`src/rtl/yutorina_pipeline_controller_if.sv`:
```
// Control bundle between the yutorina pipeline controller and the datapath stages.
// The master side is the controller; the slave side is the datapath.
interface yutorina_pipeline_controller_if #(
  parameter int STAGE_COUNT    = 5,
  parameter int ADDR_WIDTH     = 30,
  parameter int EXC_CODE_WIDTH = 3
);
  logic [STAGE_COUNT-1:0]    stall_request;
  logic                      branch_taken;
  logic [ADDR_WIDTH-1:0]     branch_target;
  logic                      exception;
  logic [EXC_CODE_WIDTH-1:0] exception_code;
  logic [ADDR_WIDTH-1:0]     exception_pc;
  logic                      eret;
  logic                      halt;
  logic                      resume;
  logic [STAGE_COUNT-1:0]    stage_stall;
  logic [STAGE_COUNT-1:0]    stage_flush;
  logic [ADDR_WIDTH-1:0]     new_pc;
  logic                      new_pc_valid;
  logic [ADDR_WIDTH-1:0]     epc;
  logic [EXC_CODE_WIDTH-1:0] cause;
  logic                      register_write_enable_;
  logic [1:0]                state;

  modport master (
    input  stall_request, branch_taken, branch_target, exception, exception_code,
           exception_pc, eret, halt, resume,
    output stage_stall, stage_flush, new_pc, new_pc_valid, epc, cause,
           register_write_enable_, state
  );

  modport slave (
    output stall_request, branch_taken, branch_target, exception, exception_code,
           exception_pc, eret, halt, resume,
    input  stage_stall, stage_flush, new_pc, new_pc_valid, epc, cause,
           register_write_enable_, state
  );
endinterface

```
`src/rtl/yutorina_pipeline_controller.sv`:
```
// Pipeline controller for the yutorina core: stall/flush arbitration, PC redirection,
// exception PC/cause capture and the active-low register-file write enable.
module yutorina_pipeline_controller #(
  parameter int                    STAGE_COUNT    = 5,
  parameter int                    ADDR_WIDTH     = 30,
  parameter int                    EXC_CODE_WIDTH = 3,
  parameter int                    BRANCH_STAGE   = 2,
  parameter logic [ADDR_WIDTH-1:0] RESET_VECTOR   = '0,
  parameter logic [ADDR_WIDTH-1:0] EXC_VECTOR     = ADDR_WIDTH'(1)
) (
  input logic clock,
  input logic reset,
  yutorina_pipeline_controller_if.master bus
);
  typedef enum logic [1:0] {
    BOOT   = 2'd0,
    RUN    = 2'd1,
    FLUSH  = 2'd2,
    HALTED = 2'd3
  } state_t;

  localparam logic [STAGE_COUNT-1:0] ALL_STAGES  = '1;
  localparam logic [STAGE_COUNT-1:0] ERET_MASK   = ALL_STAGES >> (STAGE_COUNT - BRANCH_STAGE - 1);
  localparam logic [STAGE_COUNT-1:0] BRANCH_MASK = ALL_STAGES >> (STAGE_COUNT - BRANCH_STAGE);

  state_t                    state_reg, state_next;
  logic [ADDR_WIDTH-1:0]     epc_reg;
  logic [EXC_CODE_WIDTH-1:0] cause_reg;
  logic                      capture;

  logic [STAGE_COUNT-1:0]    stall_mask;
  logic [STAGE_COUNT-1:0]    stall_bubble;
  logic                      hold_redirect;

  logic [STAGE_COUNT-1:0]    stall;
  logic [STAGE_COUNT-1:0]    flush;
  logic [ADDR_WIDTH-1:0]     new_pc;
  logic                      new_pc_valid;
  logic                      write_enable_n;

  // Stage i is held when any stage at or beyond i requests a stall; the stage just
  // past the highest requester gets a bubble so it does not re-execute.
  genvar gi;
  generate
    for (gi = 0; gi < STAGE_COUNT; gi++) begin : g_stall
      assign stall_mask[gi] = |bus.stall_request[STAGE_COUNT-1:gi];
      if (gi == 0) begin : g_head
        assign stall_bubble[gi] = 1'b0;
      end else begin : g_tail
        assign stall_bubble[gi] = stall_mask[gi-1] & ~stall_mask[gi];
      end
    end
  endgenerate

  // A held branch stage keeps its branch/eret, which is presented again later.
  assign hold_redirect = stall_mask[BRANCH_STAGE];

  always_ff @(posedge clock or posedge reset) begin
    if (reset) begin
      state_reg <= BOOT;
      epc_reg   <= '0;
      cause_reg <= '0;
    end else begin
      state_reg <= state_next;
      if (capture) begin
        epc_reg   <= bus.exception_pc;
        cause_reg <= bus.exception_code;
      end
    end
  end

  always_comb begin
    state_next     = state_reg;
    capture        = 1'b0;
    stall          = '0;
    flush          = '0;
    new_pc         = '0;
    new_pc_valid   = 1'b0;
    write_enable_n = 1'b1;

    unique case (state_reg)
      BOOT: begin
        flush        = ALL_STAGES;
        new_pc       = RESET_VECTOR;
        new_pc_valid = 1'b1;
        state_next   = RUN;
      end
      FLUSH: begin
        flush        = ALL_STAGES;
        new_pc       = EXC_VECTOR;
        new_pc_valid = 1'b1;
        state_next   = RUN;
      end
      RUN: begin
        if (bus.exception) begin
          flush      = ALL_STAGES;
          capture    = 1'b1;
          state_next = FLUSH;
        end else begin
          stall = stall_mask;
          flush = stall_bubble;
          if (bus.eret && !hold_redirect) begin
            new_pc       = epc_reg;
            new_pc_valid = 1'b1;
            flush        = flush | ERET_MASK;
          end else if (bus.branch_taken && !hold_redirect) begin
            new_pc       = bus.branch_target;
            new_pc_valid = 1'b1;
            flush        = flush | BRANCH_MASK;
          end else if (bus.halt) begin
            state_next = HALTED;
          end
          write_enable_n = stall[STAGE_COUNT-1] | flush[STAGE_COUNT-1];
        end
      end
      HALTED: begin
        if (bus.exception) begin
          flush      = ALL_STAGES;
          capture    = 1'b1;
          state_next = FLUSH;
        end else begin
          stall = ALL_STAGES;
          if (bus.resume) begin
            state_next = RUN;
          end
        end
      end
      default: state_next = BOOT;
    endcase

    // Reset is asynchronous, so the outputs must reflect it before any edge arrives.
    if (reset) begin
      capture        = 1'b0;
      stall          = '0;
      flush          = ALL_STAGES;
      new_pc         = '0;
      new_pc_valid   = 1'b0;
      write_enable_n = 1'b1;
    end
  end

  assign bus.stage_stall            = stall;
  assign bus.stage_flush            = flush;
  assign bus.new_pc                 = new_pc;
  assign bus.new_pc_valid           = new_pc_valid;
  assign bus.epc                    = epc_reg;
  assign bus.cause                  = cause_reg;
  assign bus.register_write_enable_ = write_enable_n;
  assign bus.state                  = state_reg;
endmodule

```
`src/flat_wrapper.sv`:
```
// flat-port wrapper written by rule: the top's interface ports become plain ports
module yutorina_pipeline_controller_flat 
#(
  parameter int                    STAGE_COUNT    = 5,
  parameter int                    ADDR_WIDTH     = 30,
  parameter int                    EXC_CODE_WIDTH = 3,
  parameter int                    BRANCH_STAGE   = 2,
  parameter logic [ADDR_WIDTH-1:0] RESET_VECTOR   = '0,
  parameter logic [ADDR_WIDTH-1:0] EXC_VECTOR     = ADDR_WIDTH'(1)
)
  (clock, reset, bus_stall_request, bus_branch_taken, bus_branch_target, bus_exception, bus_exception_code, bus_exception_pc, bus_eret, bus_halt, bus_resume, bus_stage_stall, bus_stage_flush, bus_new_pc, bus_new_pc_valid, bus_epc, bus_cause, bus_register_write_enable_, bus_state);
  yutorina_pipeline_controller_if #(.STAGE_COUNT(STAGE_COUNT), .ADDR_WIDTH(ADDR_WIDTH), .EXC_CODE_WIDTH(EXC_CODE_WIDTH)) bus_i ();
  input logic clock;
  input logic reset;
  input wire logic [$bits(bus_i.stall_request)-1:0] bus_stall_request;
  input wire logic [$bits(bus_i.branch_taken)-1:0] bus_branch_taken;
  input wire logic [$bits(bus_i.branch_target)-1:0] bus_branch_target;
  input wire logic [$bits(bus_i.exception)-1:0] bus_exception;
  input wire logic [$bits(bus_i.exception_code)-1:0] bus_exception_code;
  input wire logic [$bits(bus_i.exception_pc)-1:0] bus_exception_pc;
  input wire logic [$bits(bus_i.eret)-1:0] bus_eret;
  input wire logic [$bits(bus_i.halt)-1:0] bus_halt;
  input wire logic [$bits(bus_i.resume)-1:0] bus_resume;
  output wire logic [$bits(bus_i.stage_stall)-1:0] bus_stage_stall;
  output wire logic [$bits(bus_i.stage_flush)-1:0] bus_stage_flush;
  output wire logic [$bits(bus_i.new_pc)-1:0] bus_new_pc;
  output wire logic [$bits(bus_i.new_pc_valid)-1:0] bus_new_pc_valid;
  output wire logic [$bits(bus_i.epc)-1:0] bus_epc;
  output wire logic [$bits(bus_i.cause)-1:0] bus_cause;
  output wire logic [$bits(bus_i.register_write_enable_)-1:0] bus_register_write_enable_;
  output wire logic [$bits(bus_i.state)-1:0] bus_state;
  assign bus_i.stall_request = bus_stall_request;
  assign bus_i.branch_taken = bus_branch_taken;
  assign bus_i.branch_target = bus_branch_target;
  assign bus_i.exception = bus_exception;
  assign bus_i.exception_code = bus_exception_code;
  assign bus_i.exception_pc = bus_exception_pc;
  assign bus_i.eret = bus_eret;
  assign bus_i.halt = bus_halt;
  assign bus_i.resume = bus_resume;
  assign bus_stage_stall = bus_i.stage_stall;
  assign bus_stage_flush = bus_i.stage_flush;
  assign bus_new_pc = bus_i.new_pc;
  assign bus_new_pc_valid = bus_i.new_pc_valid;
  assign bus_epc = bus_i.epc;
  assign bus_cause = bus_i.cause;
  assign bus_register_write_enable_ = bus_i.register_write_enable_;
  assign bus_state = bus_i.state;
  yutorina_pipeline_controller #(.STAGE_COUNT(STAGE_COUNT), .ADDR_WIDTH(ADDR_WIDTH), .EXC_CODE_WIDTH(EXC_CODE_WIDTH), .BRANCH_STAGE(BRANCH_STAGE), .RESET_VECTOR(RESET_VECTOR), .EXC_VECTOR(EXC_VECTOR)) u_core (.clock(clock), .reset(reset), .bus(bus_i));
endmodule
```
`config.mk`:
```
export PLATFORM = sky130hd
export DESIGN_NAME = yutorina_pipeline_controller_flat
export DESIGN_NICKNAME = d
export VERILOG_FILES = /design/src/rtl/yutorina_pipeline_controller_if.sv /design/src/rtl/yutorina_pipeline_controller.sv /design/src/flat_wrapper.sv
export SDC_FILE = /design/constraint.sdc
export NUM_CORES = 1
export LEC_CHECK = 0
export CELL_PAD_IN_SITES_DETAIL_PLACEMENT = 0
export CELL_PAD_IN_SITES_GLOBAL_PLACEMENT = 1
export CORE_UTILIZATION = 22
export CTS_CLUSTER_DIAMETER = 80
export DETAILED_ROUTE_END_ITERATION = 8
export PLACE_DENSITY_LB_ADDON = 0.1
export REMOVE_ABC_BUFFERS = 1
export SLEW_MARGIN = 20
export SYNTH_ARGS = -nofsm -noshare
export SYNTH_HDL_FRONTEND = slang
export SYNTH_SLANG_ARGS = --single-unit
```
`constraint.sdc`:
```
create_clock -name clock -period 2.1 [get_ports clock]
set_input_delay 0.21 -clock clock [delete_from_list [all_inputs] [get_ports clock]]
set_output_delay 0.21 -clock clock [all_outputs]
set_load 0.005 [all_outputs]
```
==> impl_summary.log, run 1 <==
[metrics] async set-or-reset flop fraction in the synthesized netlist: 100%
[metrics] Largest register FFs: 30
[metrics] detailed-route wire length per cell: 15.9 um
[metrics] ANT cells: 0
[metrics] Layout fillers: 910
[metrics] cell taking the most area after synthesis: dfrtp_1
[metrics] most common cell in the netlist: dfrtp_1
[metrics] number of CTS-inserted buffers: 5
[metrics] effective utilization at floorplan: 22.6%
[metrics] number of levels the H-tree was split into: 2
[metrics] combinational family with the most area after synthesis: multiplexers
[metrics] sink count of the clock tree: 35
[metrics] Layout Skew: 0.00837 ns
[metrics] total of buffers placed on input and output ports: 151
[metrics] synthesized-area fraction occupied by xor and xnor cells: 0%
[metrics] Cell Rows: 35
[metrics] number of hold violations in the final report: 0
[metrics] Non-Filler Cell Area, Final: 4240 um2
[metrics] number of standard cells after synthesis: 201
[metrics] data arrival time of the worst path: 1.94 ns
[metrics] Setup Viol. Count Final: 2
[metrics] total wire length: 8.02 mm
[metrics] top post-synthesis cells by area: dfrtp_1 (42%), mux2_2 (18%), a22oi_1 (8.7%)
[metrics] Storage cell area: 876 um2
[metrics] GR Util All Layers: 16.4%
[metrics] number of vias after detailed routing: 2,309
[metrics] worst reg2reg path startpoint: u_core.bus.state[1]
[metrics] fraction of synthesized area in multiplexers: 18.0%
[metrics] number of antenna violations at the first check in global routing: 0
[metrics] fraction of post-synthesis cell area in the top cell type by area: 42.4%
[metrics] Maximum Capacitance Violations: 0
[metrics] cell class contributing the biggest share of worst-path delay: simple AND/OR/NAND/NOR gates
[metrics] multi-input logic area: 1190 um2
[metrics] Post-Synthesis Mean Instance Area: 10.3 um2
[metrics] Final Util: 46.4%
[metrics] clock-pin slew on the worst setup and hold paths: 0.08 ns
[metrics] number of nets in the layout: 473
[metrics] Post-Synth Simple-Gate Area: 14.3%
[metrics] die boundary height: 98.9 um
[metrics] clock latency of the later-clocked register in the worst-skew pair: 0.28 ns
[metrics] flip-flop and latch count after synthesis: 35
[metrics] hold crit path type: in2async
[metrics] number of hold buffers added after CTS: 0
[metrics] biggest cell delay along the critical path: 0.47 ns
[metrics] top achievable clock speed: 465 MHz
[metrics] fraction of the mapped netlist area in adder cells: 2.42%
[metrics] Via-to-Cell Ratio: 4.57
[metrics] share of the cycle needed by the critical path after routing: 102%
[metrics] Yosys warning total: 0
[metrics] remaining global-route overflow: 0
[metrics] min cycle time layout: 2.15 ns
[metrics] buffer and inverter count on the worst path: 3
[metrics] DIE AREA: 9790 um2
[metrics] Remaining DRCs: 0
[metrics] CP Class: reg2out
[metrics] most numerous cell types in the synthesized netlist: dfrtp_1 (35), mux2_2 (33), nor2_1 (33)
[metrics] Worst EP required: 1.89 ns
[metrics] Worst Setup Slack post-DPL: -0.512 ns
[metrics] EDFF count, synth: 0
[metrics] Compound-Gate Fraction of Synth Area: 17.1%
[metrics] layout cells sized above 1: 40.4%
[metrics] Placed Area: 3880 um2
[metrics] detailed placer's ending HPWL: 5.45 mm
[metrics] PwrDens: 970 nW/um2
[metrics] failing checks: setup timing
[metrics] synth-to-layout area growth: 105%
[metrics] Worst slew margin: 68.9%
[metrics] Final Worst Setup Slack: -0.0492 ns
[metrics] leakage power: 1.76 nW
[metrics] Critical Path End Type: output port
[metrics] Top Ports: 152
[metrics] Antenna Nets Post-Route: 0
[metrics] Die X-Extent: 98.9 um
[metrics] iteration count of the initial detailed-routing pass: 5
[metrics] slew at the pin closest to its max-slew limit: 0.467 ns
[metrics] maximum clock insertion buffer count: 2
[metrics] pin count of the biggest net entering global routing: 36
[metrics] cell area after technology mapping: 2070 um2
[metrics] Worst IR Drop VDD: 0.334 mV
[metrics] routability-driven placement congestion ratio: 0.760
[metrics] area of the core: 9150 um2
[metrics] maximum net fanout on the critical path: 3
[metrics] clock root buffer: clkbuf_8
[metrics] list of cells traversed by the critical path: inv_2, ha_4, or4b_4, buf_6, nor2_2, a21oi_1, nor3b_2, buf_2
[metrics] Pins Over Slew Limit: 0
[metrics] vias in the first global route: 2,380
[metrics] type of origin of the critical path: flop
[metrics] TritonCTS clock tree: built
[metrics] sequential element share of the synthesized area: 42.4%
[metrics] unrepaired setup endpoints after global routing: yes
[metrics] distinct cell type count of the synthesized netlist: 32
[metrics] critical path startpoint: u_core.bus.state[1]
[metrics] final setup TNS: -0.0746 ns
[metrics] outcome: complete, but fails checks
[metrics] Slowest cell on crit path: or4b_4
[metrics] first-pass GRT wire length: 12.4 mm
[metrics] iteration-0 DRC count of the detailed router: 56
[metrics] most frequently used flop master after synthesis: dfrtp_1
-- worst register-to-register path: stages, from the launching register on --
cell and delay (ns):
dfrtp_1 0.39, inv_2 0.08, ha_4 0.14, or4b_4 0.47, or2_4 0.26, buf_4 0.13
o211a_1 0.19
-- final timing paths --
check	cells past startpoint	slack, ns	end
hold / removal	3	0.49	u_core.bus.epc[22]
setup reg to reg	6	0.34	u_core.bus.state[0]
setup / recovery	8	-0.05	bus_new_pc[0]
hold reg to reg	1	0.52	u_core.bus.cause[2]
min in group clock	1	0.52	u_core.bus.cause[2]
max in group asynchronous	3	1.27	u_core.bus.epc[28]
-- routing by layer --
layer	vias to the layer above	track usage, %	wire length [um]
met1	1102	20.1	3270
met5	-	0	0
li1	1119	-	-
met4	0	3.44	59
met2	84	28.9	4140
met3	4	4.11	546
-- logic make-up (layout without fill, tap and decap cells) --
group	Yosys count	count (layout)
multiplexers	33	33
AO/OA/AOI/OAI	47	47
buffers and inverters	22	215
AND/OR/NAND/NOR	60	60
flip-flops	35	35
adder cells (fa/ha/maj)	4	4
-- through the flow --
stage / total power, W / instances / hold slack [ns]
2_1_floorplan: 0.00200 / 186 / 0.336
4_1_cts: 0.00413 / 504 / 0.502
6_report: 0.00412 / 505 / 0.490
3_5_place_dp: 0.00333 / 477 / 0.494
3_3_place_gp: 0.00333 / 477 / 0.490
5_1_grt: 0.00441 / 505 / 0.528
-- timing repair --
item / in CTS / in global routing
gates resized for setup: 158 / 39
pin swaps: 18 / 7
gates cloned: 6 / 1
setup buffers: 14 / 1
endpoints found under the setup margin: 41 / 27
-- where the power goes --
part	internal [W]	switching, W
Combinational	0.00145	0.000770
Clock	0.000348	0.000240
Sequential	0.00102	0.000287
-- layout make-up --
class	count	area share, %
Clock buffer	6	1.71
Clock inverter	1	0.708
Inverter	7	0.619
Multi-Input combinational cell	144	28.0
Sequential cell	35	20.6
Tap cell	111	3.27
Timing Repair Buffer	201	45.0
-- cells in the final DEF, fill, tap and decap left out, types with 2 or more instances in the layout --
cell,n
mux2_2,33
ha_4,3
nor2_2,8
clkbuf_2,13
buf_12,6
a22oi_2,4
buf_16,3
dlygate4sd2_1,5
nor2_4,3
buf_4,26
inv_2,2
dfrtp_1,35
buf_8,5
inv_1,5
nor3b_4,2
a22oi_1,24
clkdlybuf4s50_1,106
nor2_1,25
a21oi_1,5
buf_2,26
nand2_1,5
o21ai_0,5
nor3_1,6
o21ai_2,2
buf_6,8
clkbuf_8,5
Note: power is estimated with default switching activity, not from simulation.
==> inputs of run 2 (changes only) <==
--- a/config.mk
+++ b/config.mk
@@ -10,6 +10,7 @@
 export CORE_UTILIZATION = 22
 export CTS_CLUSTER_DIAMETER = 80
 export DETAILED_ROUTE_END_ITERATION = 8
+export GPL_ROUTABILITY_DRIVEN = 0
 export PLACE_DENSITY_LB_ADDON = 0.1
 export REMOVE_ABC_BUFFERS = 1
 export SLEW_MARGIN = 20
==> results of run 2 <==
The final DEF is identical to that of run 1; final timing and power are the same.
